File: src/rtl/clk_div_meter.sv
// clk_div_meter: one-shot period / high-time meter for a slow or divided clock.
// sig_in is synchronized, rising edges are detected, and the clk cycles between
// two consecutive rises (plus the cycles spent high) are captured. The result
// is held under a valid/ack handshake; a timeout bounds every measurement.
module clk_div_meter #(
  parameter int CNT_W       = 16,
  parameter int TIMEOUT     = 65535,
  parameter int SYNC_STAGES = 2
) (
  input  logic             clk,
  input  logic             rst,
  input  logic             en,
  input  logic             sig_in,
  input  logic             start,
  input  logic             ack,
  output logic             busy,
  output logic             valid,
  output logic             timeout,
  output logic [CNT_W-1:0] period,
  output logic [CNT_W-1:0] high_time
);

  typedef enum logic [1:0] {
    IDLE      = 2'd0,
    WAIT_EDGE = 2'd1,
    MEASURE   = 2'd2,
    DONE      = 2'd3
  } state_t;

  // Last value tmo_cnt may reach before the measurement is declared timed out.
  localparam logic [CNT_W-1:0] TMO_LAST = CNT_W'(TIMEOUT - 1);
  localparam logic [CNT_W-1:0] ONE      = CNT_W'(1);

  logic [SYNC_STAGES-1:0] sync_q;
  logic                   sig_sync;
  logic                   sig_sync_d;
  logic                   rise;

  state_t           state, state_nxt;
  logic [CNT_W-1:0] cnt, cnt_nxt;
  logic [CNT_W-1:0] hcnt, hcnt_nxt;
  logic [CNT_W-1:0] tmo_cnt, tmo_nxt;
  logic [CNT_W-1:0] period_nxt, high_nxt;
  logic             timeout_nxt, valid_nxt, busy_nxt;

  assign sig_sync = sync_q[SYNC_STAGES-1];
  assign rise     = sig_sync & ~sig_sync_d;

  // Synchronizer chain for the asynchronous input plus the edge-detect delay flop.
  always_ff @(posedge clk) begin
    if (rst) begin
      sync_q     <= '0;
      sig_sync_d <= 1'b0;
    end else begin
      sync_q     <= {sync_q[SYNC_STAGES-2:0], sig_in};
      sig_sync_d <= sig_sync;
    end
  end

  // Next-state and next-result logic; abort on en=0 takes priority, and a
  // completing rise takes priority over the timeout in the same cycle.
  always_comb begin
    state_nxt   = state;
    cnt_nxt     = cnt;
    hcnt_nxt    = hcnt;
    tmo_nxt     = tmo_cnt;
    period_nxt  = period;
    high_nxt    = high_time;
    timeout_nxt = timeout;
    valid_nxt   = valid;
    case (state)
      IDLE: begin
        if (start && en) begin
          state_nxt = WAIT_EDGE;
          tmo_nxt   = '0;
        end else begin
          state_nxt = IDLE;
        end
      end
      WAIT_EDGE: begin
        if (!en) begin
          state_nxt = IDLE;
        end else if (tmo_cnt == TMO_LAST) begin
          period_nxt  = '0;
          high_nxt    = '0;
          timeout_nxt = 1'b1;
          valid_nxt   = 1'b1;
          state_nxt   = DONE;
        end else begin
          tmo_nxt = tmo_cnt + ONE;
          if (rise) begin
            cnt_nxt   = ONE;
            hcnt_nxt  = ONE;
            state_nxt = MEASURE;
          end else begin
            state_nxt = WAIT_EDGE;
          end
        end
      end
      MEASURE: begin
        if (!en) begin
          state_nxt = IDLE;
        end else if (rise) begin
          period_nxt  = cnt;
          high_nxt    = hcnt;
          timeout_nxt = 1'b0;
          valid_nxt   = 1'b1;
          state_nxt   = DONE;
        end else if (tmo_cnt == TMO_LAST) begin
          period_nxt  = '0;
          high_nxt    = '0;
          timeout_nxt = 1'b1;
          valid_nxt   = 1'b1;
          state_nxt   = DONE;
        end else begin
          cnt_nxt  = cnt + ONE;
          hcnt_nxt = hcnt + CNT_W'(sig_sync);
          tmo_nxt  = tmo_cnt + ONE;
        end
      end
      DONE: begin
        if (ack) begin
          valid_nxt = 1'b0;
          state_nxt = IDLE;
        end else begin
          state_nxt = DONE;
        end
      end
      default: begin
        state_nxt = IDLE;
      end
    endcase
    busy_nxt = (state_nxt == WAIT_EDGE) || (state_nxt == MEASURE);
  end

  // State, counters and registered outputs.
  always_ff @(posedge clk) begin
    if (rst) begin
      state     <= IDLE;
      cnt       <= '0;
      hcnt      <= '0;
      tmo_cnt   <= '0;
      period    <= '0;
      high_time <= '0;
      timeout   <= 1'b0;
      valid     <= 1'b0;
      busy      <= 1'b0;
    end else begin
      state     <= state_nxt;
      cnt       <= cnt_nxt;
      hcnt      <= hcnt_nxt;
      tmo_cnt   <= tmo_nxt;
      period    <= period_nxt;
      high_time <= high_nxt;
      timeout   <= timeout_nxt;
      valid     <= valid_nxt;
      busy      <= busy_nxt;
    end
  end

endmodule
File: config.mk
export PLATFORM = sky130hd
export DESIGN_NAME = clk_div_meter
export DESIGN_NICKNAME = d
export VERILOG_FILES = /design/src/rtl/clk_div_meter.sv
export SDC_FILE = /design/constraint.sdc
export NUM_CORES = 1
export LEC_CHECK = 0
export CORE_AREA = 2 2 86 88
export DETAILED_ROUTE_END_ITERATION = 6
export DIE_AREA = 0 0 88 90
export MAX_ROUTING_LAYER = met4
export PLACE_DENSITY = 0.84
export SLEW_MARGIN = 20
export SYNTH_ARGS = -nofsm -noshare
export SYNTH_HDL_FRONTEND = slang
export SYNTH_SLANG_ARGS = --single-unit
File: constraint.sdc
create_clock -name clk -period 5.2 [get_ports clk]
set_input_delay 1.04 -clock clk [delete_from_list [all_inputs] [get_ports clk]]
set_output_delay 1.04 -clock clk [all_outputs]
set_load 0.02 [all_outputs]
==> key figures <==
Floorplan
  – Top Ports: a little over 40
  – # rows: 31
  – Die area: 7920 µm²
  – Initial Util: 0.580
  – Core Box Area: around 7000 µm²
  – Chip height: ~90 µm
  – Die width: around 88 µm

Job
  – Maxcap violations: 0

Synth
  – Post-synthesis average cell area: approximately 8.3 µm²
  – Synth area leaders: dfxtp_1 43%, a211oi_1 6.1%, nand2_1 5.3%
  – Async SR Flop Fraction: 0
  – Most common cell in the netlist: dfxtp_1
  – Yosys reg bits: 88
  – Post-synth top area share: 0.433
  – Cell Area, Synth: 4070 µm²
  – Syn_nets: roughly 500
  – Sequential share of the synthesized area: 0.433
  – Commonest cells post-synth: 88 x dfxtp_1, 57 x nand2_1, 53 x nor2_1, 37 x a21oi_1, 33 x a211oi_1
  – YS warnings: 0
  – Gate Count Post-Synth: just under 500
  – Post-synth EDFFs: 0
  – Netlist cell types: 44
  – Synth area leader: dfxtp_1
  – Top_reg_cell synth: dfxtp_1

Clocking
  – H-Tree Level Count: 3
  – Total clock sinks: slightly below 90
  – Post-CTS resize count: 0
  – Inserted Clock Buffers: 9
  – Hold-fix buffers at CTS: 0
  – CTS tree: built
  – Worst-Skew Late Latency: between 300 and 400 ps
  – Post-CTS Setup Inserts: 0
  – Clock Tree Root: clkbuf_8
  – Max Root-Sink Buffers: 2
  – Clock-pin slew on the worst setup and hold paths: roughly 90 ps

STA
  – Achievable frequency: ~330 MHz
  – Total negative slack: 0 ps
  – Clock skew: 4.94 ps
  – Final worst path period share: 0.582
  – RSZ-0062 raised after global routing: false
  – Slew Viols, Final: 0
  – Max_slew headroom: 0.395
  – Final Critical Period: just over 3000 ps
  – Tightest Pin Transition: a little over 900 ps
  – Final hold viol count: 0
  – Endpoints failing setup: 0

Drt
  – Pre-antenna DRT Iters: 4
  – Routed WL: 8500 µm
  – Vias post-DR: 3,588
  – DR DRC count: 0
  – Final ANT Viol Nets: 0
  – Avg Vias per Cell: between 5 and 6
  – Avg WL per Cell: 13.8 µm
  – 1st-iter DRT viols: 244

Global route
  – Pin count of the biggest net entering global routing: 50
  – Grt ovf: 0
  – Antenna violations before repair: 0
  – Gr usage total: 0.227
  – First-pass GRT wire length: roughly 14,000 µm
  – Vias in the first global route: 3,282

Critical path
  – Beginning of the worst register-to-register path: tmo_cnt[7]
  – WS Path Type: input pin to flip-flop
  – Worst path required time: between 5000 and 6000 ps
  – Worst EP arrival: ~3300 ps
  – Worst Setup Start Kind: input pin
  – Worst R2R Path Depth: 5
  – Crit. End Element: flip-flop
  – Critical path endpoint: hcnt[13]
  – Worst R2R End: hcnt[13]
  – Crit-path max FO: 27
  – Crit path launch: en
  – FF-to-FF setup slack: between 2000 and 3000 ps

Final layout
  – Ant diodes: 0
  – Share of layout cells above drive strength 1: 0.0696
  – Filler cells: slightly below 600
  – Design area: 4660 µm²
  – Nets: approximately 530
  – Area Overhead vs Synth: 14.4%
  – Finished Core Util: 0.664

Place
  – IO Port Bufs: 40
  – RePlAce Congestion: ~0.8
  – DP Wirelength: about 5500 µm
  – Placed standard-cell area: roughly 4500 µm²

Status
  – Status: finished clean

Power
  – Pwr/cell area: 257 nW/µm²
  – Leakage power: about 1.5 nW
  – Total power: about 1.2 mW
  – VDD IR max: about 0.18 mV

Min path
  – HP Class: flip-flop to flip-flop
  – Hold_sp: sync_q[0]
## worst max-delay path, cell delays in order
cell and delay [ps]:
clkdlybuf4s50_1 780, and2_4 330, a21o_1 470, or4_1 630, nand2_1 80
## cell usage in the layout, fill, tap and decap left out, types with 2 or more instances in the layout
cell type | Yosys | layout
o21ai_0 | 23 | 23
a31o_2 | 2 | 2
o31ai_1 | 8 | 8
nand4_2 | 5 | 5
ha_1 | 10 | 10
clkdlybuf4s50_1 | 0 | 39
nor3_1 | 6 | 6
clkinv_4 | 0 | 2
or4_1 | 11 | 11
nand3_1 | 18 | 18
clkinv_2 | 0 | 3
inv_1 | 11 | 11
a21oi_1 | 37 | 36
a211oi_1 | 33 | 33
o211ai_1 | 4 | 4
nor2b_1 | 7 | 7
nand2b_1 | 4 | 4
and2_1 | 6 | 5
dfxtp_1 | 88 | 88
nor2_1 | 53 | 53
and4_1 | 4 | 4
xor2_1 | 8 | 8
or3_1 | 22 | 22
clkbuf_8 | 0 | 9
and3_1 | 10 | 10
nand4_1 | 13 | 13
xnor2_1 | 2 | 2
buf_4 | 2 | 3
or2_2 | 2 | 2
nand2_1 | 57 | 57
## cell families (layout without fill, tap and decap cells)
group,count (synthesis),count (layout),share of synthesized area
and+or+nand+nor,223,223,0.286
AOI/OAI and AO/OA,114,114,0.175
DFF,88,88,0.433
buffers and inverters,43,70,0.0485
adders and majority gates,10,10,0.0307
xor gates and xnor gates,10,10,0.0215
muxes,2,2,0.00522
## layout make-up
class,instances,area (µm²),area share
Clock buffer,9,124,0.0266
Clock inverter,7,71.3,0.0153
Inverter,11,41.3,0.00886
Multi-Input combinational cell,359,2120,0.455
Sequential cell,88,1760,0.378
Tap cell,99,124,0.0266
Timing Repair Buffer,43,418,0.0897
## stage by stage
step / std cells / setup WS (ps) / hold slack [ps]
finish: 616 / 2170 / 455
global route: 616 / 2100 / 474
CTS: 616 / 2100 / 461
detailed placement: 600 / 1730 / 442
global placement: 600 / 1830 / 417
floorplan: 490 / 2880 / 414
## power by group
part | internal (mW) | switching (mW) | leakage (nW)
combinational | 0.0174 | 0.0351 | 0.726
clock | 0.223 | 0.243 | 0.103
sequential | 0.677 | 0.00287 | 0.709
total | 0.917 | 0.281 | 1.54
## state kept, by name, summed over array words and instances, names as in the netlist
| signal | cells |
|---|---|
| tmo_cnt | 16 |
| cnt | 16 |
| high_time | 16 |
| valid | 1 |
| sig_sync_d | 1 |
| hcnt | 16 |
| period | 16 |
| busy | 1 |
| state | 2 |
| timeout | 1 |
| sync_q | 2 |
## metal layers
metal	global-route usage	wire length [µm]	vias up
met3	0.0450	412	12
met1	0.281	3880	1695
li1	-	-	1799
met5	-	0	-
met2	0.366	4090	82
met4	0.0821	112	0
## worst min path at each step
stage          slack [ps]        end  cells past startpoint
2_1_floorplan         410  sync_q[1]                      1
3_3_place_gp          420  sync_q[1]                      1
3_5_place_dp          440  sync_q[1]                      1
4_1_cts               460  sync_q[1]                      1
5_1_grt               470  sync_q[1]                      1
6_report              460  sync_q[1]                      1
Note: power is estimated with default switching activity, not from simulation.
